**src/rtl/commu_pkg.sv**
```systemverilog
// rtl/commu_pkg.sv - shared types and constants for the conversion-register arbiter
package commu_pkg;

    localparam int DATA_W_DEFAULT = 8;

    typedef enum logic [1:0] {
        IDLE = 2'd0,
        LOAD = 2'd1,
        HOLD = 2'd2,
        DONE = 2'd3
    } state_t;

endpackage

```
**src/rtl/commu_arbiter_rr_pick.sv**
```systemverilog
// rtl/commu_arbiter_rr_pick.sv - combinational round-robin picker
module rr_pick #(
    parameter int NUM_REQ = 4,
    parameter int IDX_W   = 2
) (
    input  logic [NUM_REQ-1:0] req,
    input  logic [IDX_W-1:0]   last,
    output logic               any,
    output logic [IDX_W-1:0]   idx
);

    logic [IDX_W-1:0] pos;

    // Scan from farthest to nearest after last so the nearest set bit wins.
    always_comb begin
        any = 1'b0;
        idx = '0;
        pos = '0;
        for (int k = NUM_REQ; k >= 1; k--) begin
            pos = IDX_W'((int'(last) + k) % NUM_REQ);
            if (req[pos]) begin
                any = 1'b1;
                idx = pos;
            end
        end
    end

endmodule

```
**src/rtl/commu_arbiter.sv**
```systemverilog
// rtl/commu_arbiter.sv - round-robin owner of the conversion register load/valid strobes
module commu_arbiter
    import commu_pkg::*;
#(
    parameter int NUM_REQ  = 4,
    parameter int DATA_W   = DATA_W_DEFAULT,
    parameter int HOLD_CYC = 3
) (
    input  logic                       clk,
    input  logic                       rst,
    input  logic [NUM_REQ-1:0]         req,
    input  logic [NUM_REQ*DATA_W-1:0]  req_data,
    output logic [NUM_REQ-1:0]         ack,
    output logic                       wr_en,
    output logic [DATA_W-1:0]          ext_data,
    output logic                       valid,
    output logic                       busy,
    output logic [$clog2(NUM_REQ)-1:0] grant_id
);

    localparam int IDX_W = $clog2(NUM_REQ);
    localparam int CNT_W = $clog2(HOLD_CYC + 1);

    if (HOLD_CYC < 1) begin : g_bad_hold
        $error("commu_arbiter: HOLD_CYC must be at least 1");
    end
    if (NUM_REQ < 2 || NUM_REQ > 8) begin : g_bad_num_req
        $error("commu_arbiter: NUM_REQ must be in 2..8");
    end

    state_t             state_q, state_n;
    logic [CNT_W-1:0]   cnt_q, cnt_n;
    logic [IDX_W-1:0]   last_q, last_n;
    logic               pick_any;
    logic [IDX_W-1:0]   pick_idx;

    logic [NUM_REQ-1:0] ack_n;
    logic               wr_en_n, valid_n, busy_n;
    logic [DATA_W-1:0]  data_n;
    logic [IDX_W-1:0]   grant_n;

    rr_pick #(
        .NUM_REQ (NUM_REQ),
        .IDX_W   (IDX_W)
    ) u_pick (
        .req  (req),
        .last (last_q),
        .any  (pick_any),
        .idx  (pick_idx)
    );

    // Outputs are computed for the state being entered, then registered.
    always_comb begin
        state_n = state_q;
        cnt_n   = cnt_q;
        last_n  = last_q;
        grant_n = grant_id;
        data_n  = ext_data;
        wr_en_n = 1'b0;
        valid_n = 1'b0;
        ack_n   = '0;
        case (state_q)
            IDLE: begin
                if (pick_any) begin
                    state_n = LOAD;
                    grant_n = pick_idx;
                    data_n  = req_data[pick_idx*DATA_W +: DATA_W];
                    wr_en_n = 1'b1;
                end
            end
            LOAD: begin
                state_n = HOLD;
                cnt_n   = '0;
            end
            HOLD: begin
                if (cnt_q == CNT_W'(HOLD_CYC - 1)) begin
                    state_n         = DONE;
                    valid_n         = 1'b1;
                    ack_n[grant_id] = 1'b1;
                end else begin
                    cnt_n = cnt_q + CNT_W'(1);
                end
            end
            DONE: begin
                state_n = IDLE;
                last_n  = grant_id;
            end
            default: state_n = IDLE;
        endcase
        busy_n = (state_n != IDLE);
    end

    always_ff @(posedge clk) begin
        if (rst) begin
            state_q  <= IDLE;
            cnt_q    <= '0;
            last_q   <= IDX_W'(NUM_REQ - 1);
            ack      <= '0;
            wr_en    <= 1'b0;
            ext_data <= '0;
            valid    <= 1'b0;
            busy     <= 1'b0;
            grant_id <= '0;
        end else begin
            state_q  <= state_n;
            cnt_q    <= cnt_n;
            last_q   <= last_n;
            ack      <= ack_n;
            wr_en    <= wr_en_n;
            ext_data <= data_n;
            valid    <= valid_n;
            busy     <= busy_n;
            grant_id <= grant_n;
        end
    end

endmodule

```
**config.mk**
```make
export PLATFORM = sky130hd
export DESIGN_NAME = commu_arbiter
export DESIGN_NICKNAME = d
export VERILOG_FILES = /design/src/rtl/commu_pkg.sv /design/src/rtl/commu_arbiter_rr_pick.sv /design/src/rtl/commu_arbiter.sv
export SDC_FILE = /design/constraint.sdc
export NUM_CORES = 1
export LEC_CHECK = 0
export ABC_AREA = 1
export CAP_MARGIN = 20
export CORE_ASPECT_RATIO = 0.6
export CORE_UTILIZATION = 40
export DETAILED_ROUTE_END_ITERATION = 6
export PLACE_DENSITY = 0.81
export SETUP_SLACK_MARGIN = 0.1
export SYNTH_ARGS = -nofsm -noshare
export SYNTH_HDL_FRONTEND = slang
export SYNTH_SLANG_ARGS = --single-unit
export TNS_END_PERCENT = 50
```
**constraint.sdc**
```tcl
create_clock -name clk -period 4.55 [get_ports clk]
set_clock_uncertainty 0.05 [all_clocks]
set_input_delay 0.455 -clock clk [delete_from_list [all_inputs] [get_ports clk]]
set_output_delay 0.455 -clock clk [all_outputs]
set_load 0.05 [all_outputs]
```
==> run_results.csv <==
group,metric,value,unit
pwr,p_int,0.0005438,W
pwr,p_sw,0.0005411,W
global_route,grt_start_max_net_pins,19,
clock_tree,hold_buffers,0,
critical_path,worstRegToRegCells,11,
synth,synth_cell_types,22,
synth,netlist_top_cells_area,"dfxtp_1 33%, nand3_1 13%, nand2_1 12%",
pwr,ir_worst_vdd,0.2960,mV
critical_path,worstPathArrival,1.54,ns
clock_tree,path_clk_slew,0.08,ns
place,globalplace.congestion,0.8332,
global_route,overflow,0,
floorplanning,fp.dieW,77.90,um
critical_path,cp_slowest_cell,"clkdlybuf4s50_1",
place,preCtsSetupSlack,2.252,ns
hold_path,holdPathStages,2,
layout,layout.cells.non_filler,295,
layout,diodes,0,
floorplanning,die_h,47.54,um
pwr,p_seq_share,28.1,%
timing,relSlewSlack,65.79,%
clock_tree,tritoncts,"done",
critical_path,max_stage_delay,0.84,ns
layout,nNetsFinal,295,
synth,synth_top_area_share,33.30,%
timing,rsz0062_at_grt,"false",
critical_path,cp_top_family,"buffers and inverters",
synth,synth_fp_nets,243,
timing,post-route-period-util,44.95,%
route,vias_per_cell,4.905,
clock_tree,post_cts_buffers,0,
clock_tree,cts_max_level,1,
timing,setup_ws,2.505,ns
global_route,grt_antenna_before_repair,0,
global_route,grtUsageTotal,18.77,%
synth,synth_seq_cells,23,
timing,worst_pin_slew,0.5115,ns
hold_path,hold_class,"reg2reg",
critical_path,end_kind,"output pin",
run_status,status,"finished, final reports clean",
global_route,grt_pass1_wl,5195,um
pwr,combPwrFrac,60.4,%
route,firstDrtPassIters,4,
floorplanning,pin_count,55,
critical_path,path_class,"reg2out",
route,drtAntennaViolNets,0,
synth,netlist_area,0.001383,mm^2
timing,fin_crit,2.045,ns
synth,yosys_warnings,0,
floorplanning,die_area,0.003703,mm^2
timing,tns,0,ns
clock_tree,cts_max_path_buffers,2,
layout,fin_area,0.001966,mm^2
place,place_inst,291,
place,dpl-instance-area,0.001919,mm^2
route,wire_per_inst,11.36,um
route,via_count,1447,
route,route.detailed.drc,0,
synth,syn_inst,199,
critical_path,crit_buf_inv,1,
clock_tree,cts_root_buffer,"clkbuf_8",
layout,drive_gt1_share,10.00,%
hold_path,worstHoldEndpoint,"cnt_q[0]",
pwr,total_power,0.001085,W
critical_path,critical_path_required,4.05,ns
critical_path,path_max_fanout,5,
hold_path,hp-start,"cnt_q[0]",
place,dp_hpwl,2662,um
critical_path,start_kind,"register",
synth,ys_seq_area_share,33.30,%
route,drt_iter0_markers,149,
run,maxCapViolCount,0,
floorplanning,fp.coreArea,0.003283,mm^2
layout,syn_to_final_growth,42.17,%
timing,final_max_slew_viol_count,0,
timing,max_freq,0.4889,GHz
clock_tree,clk_latency,0.26,ns
timing,finalHoldViolCount,0,
clock_tree,cts-resized-gates,0,
critical_path,worstReg2RegStart,"last_q[0]",
critical_path,ff2ff_setup_slack,2.58,ns
critical_path,r2r_end,"ext_data[4]",
place,port_buffers,54,
critical_path,path_cells,"clkdlybuf4s50_1",
global_route,grt_pass1_vias,1096,
synth,synth_largest_area_cell,"dfxtp_1",
timing,setup_viol,0,
route,finalWirelength,3350,um
pwr,p_per_area,552.0,mW/mm^2
pwr,clock_power_share,11.5,%
floorplanning,start_util,42.11,%
clock_tree,cts_buffers,3,
synth,avgSynthCellArea,6.948,um^2
pwr,leakagePower,0.8807,nW
pwr,swShare,49.88,%
clock_tree,clock_sinks,23,
floorplanning,rows,16,
## cell usage in the layout, fill, tap and decap left out, drive strengths merged
cell / n
nand3: 37
o21bai: 1
or2: 1
a211oi: 1
dfxtp: 23
inv: 23
o21ai: 17
nand2: 57
clkdlybuf4s50: 54
a21oi: 15
nor2: 6
nor3: 5
clkbuf: 3
clkinv: 1
ha: 6
## power by group through the flow
stage	Combinational, W	Sequential, W	Clock, W
floorplan	0.000327	0.000464	0
global placement	0.000640	0.000308	0
detailed placement	0.000649	0.000309	0
CTS	0.000651	0.000306	0.000128
global route	0.000715	0.000314	0.000138
finish	0.000655	0.000305	0.000125
## how the worst max path moves through the flow
stage	start	end	slack, ns	cells after the start
5_1_grt	req[3]	ext_data[3]	2.34	11
3_3_place_gp	req[1]	ext_data[3]	2.35	14
4_1_cts	grant_id[1]	grant_id[1]	2.50	1
3_5_place_dp	req[1]	ext_data[1]	2.25	13
2_1_floorplan	req[3]	ext_data[7]	2.96	13
6_report	grant_id[0]	grant_id[0]	2.50	1
## logic make-up (layout without fill, tap and decap cells)
| kind of cell | after synthesis | after routing | synth area share [%] |
|---|---|---|---|
| AND/OR/NAND/NOR | 106 | 106 | 37.47 |
| AO/OA/AOI/OAI | 34 | 34 | 12.67 |
| buffers and inverters | 30 | 81 | 11.13 |
| flip-flops | 23 | 23 | 33.30 |
| adder cells (fa/ha/maj) | 6 | 6 | 5.430 |
## Yosys cell counts
cell type	number
nor3_1	5
nor2_1	6
inv_2	5
dfxtp_1	23
nand3_4	1
o21bai_1	1
inv_1	17
buf_4	1
nand2_1	44
nand2_4	4
ha_1	6
or2_2	1
buf_6	4
nand2_2	9
clkbuf_1	1
a211oi_1	1
inv_8	1
buf_1	1
o21ai_0	15
nand3_1	36
o21ai_1	2
a21oi_1	15
## routing by layer
metal | GRT usage, % | wire length [um] | vias to the layer above
li1 | - | - | 753
met1 | 28.93 | 1714 | 631
met2 | 26.02 | 1354 | 61
met3 | 4.762 | 270 | 2
met4 | 3.333 | 11 | 0
met5 | 0 | 0 | -
## per-stage QoR
step	hold WS, ns	utilization (%)
after global routing	0.4796	59.87
after global placement	0.4317	58.46
after floorplan	0.4136	-
final	0.4463	59.87
after detailed placement	0.4367	58.46
after CTS	0.4515	59.87
## layout make-up
type | count | area, um^2
fillers | 308 | 1318
multi-input cells | 146 | 768.2
repair buffers | 54 | 540.5
flip-flops and latches | 23 | 460.4
inverters | 23 | 93.84
well taps | 45 | 56.30
clock buffers | 3 | 41.29
clock inverters | 1 | 5.005
## flip-flops by register name, summed over array words and instances, names as in the netlist
signal / flops
valid: 1
grant_id: 2
last_q: 2
wr_en: 1
ext_data: 8
cnt_q: 2
ack: 4
state_q: 2
busy: 1
No activity file was read; power rests on OpenSTA's default activity.
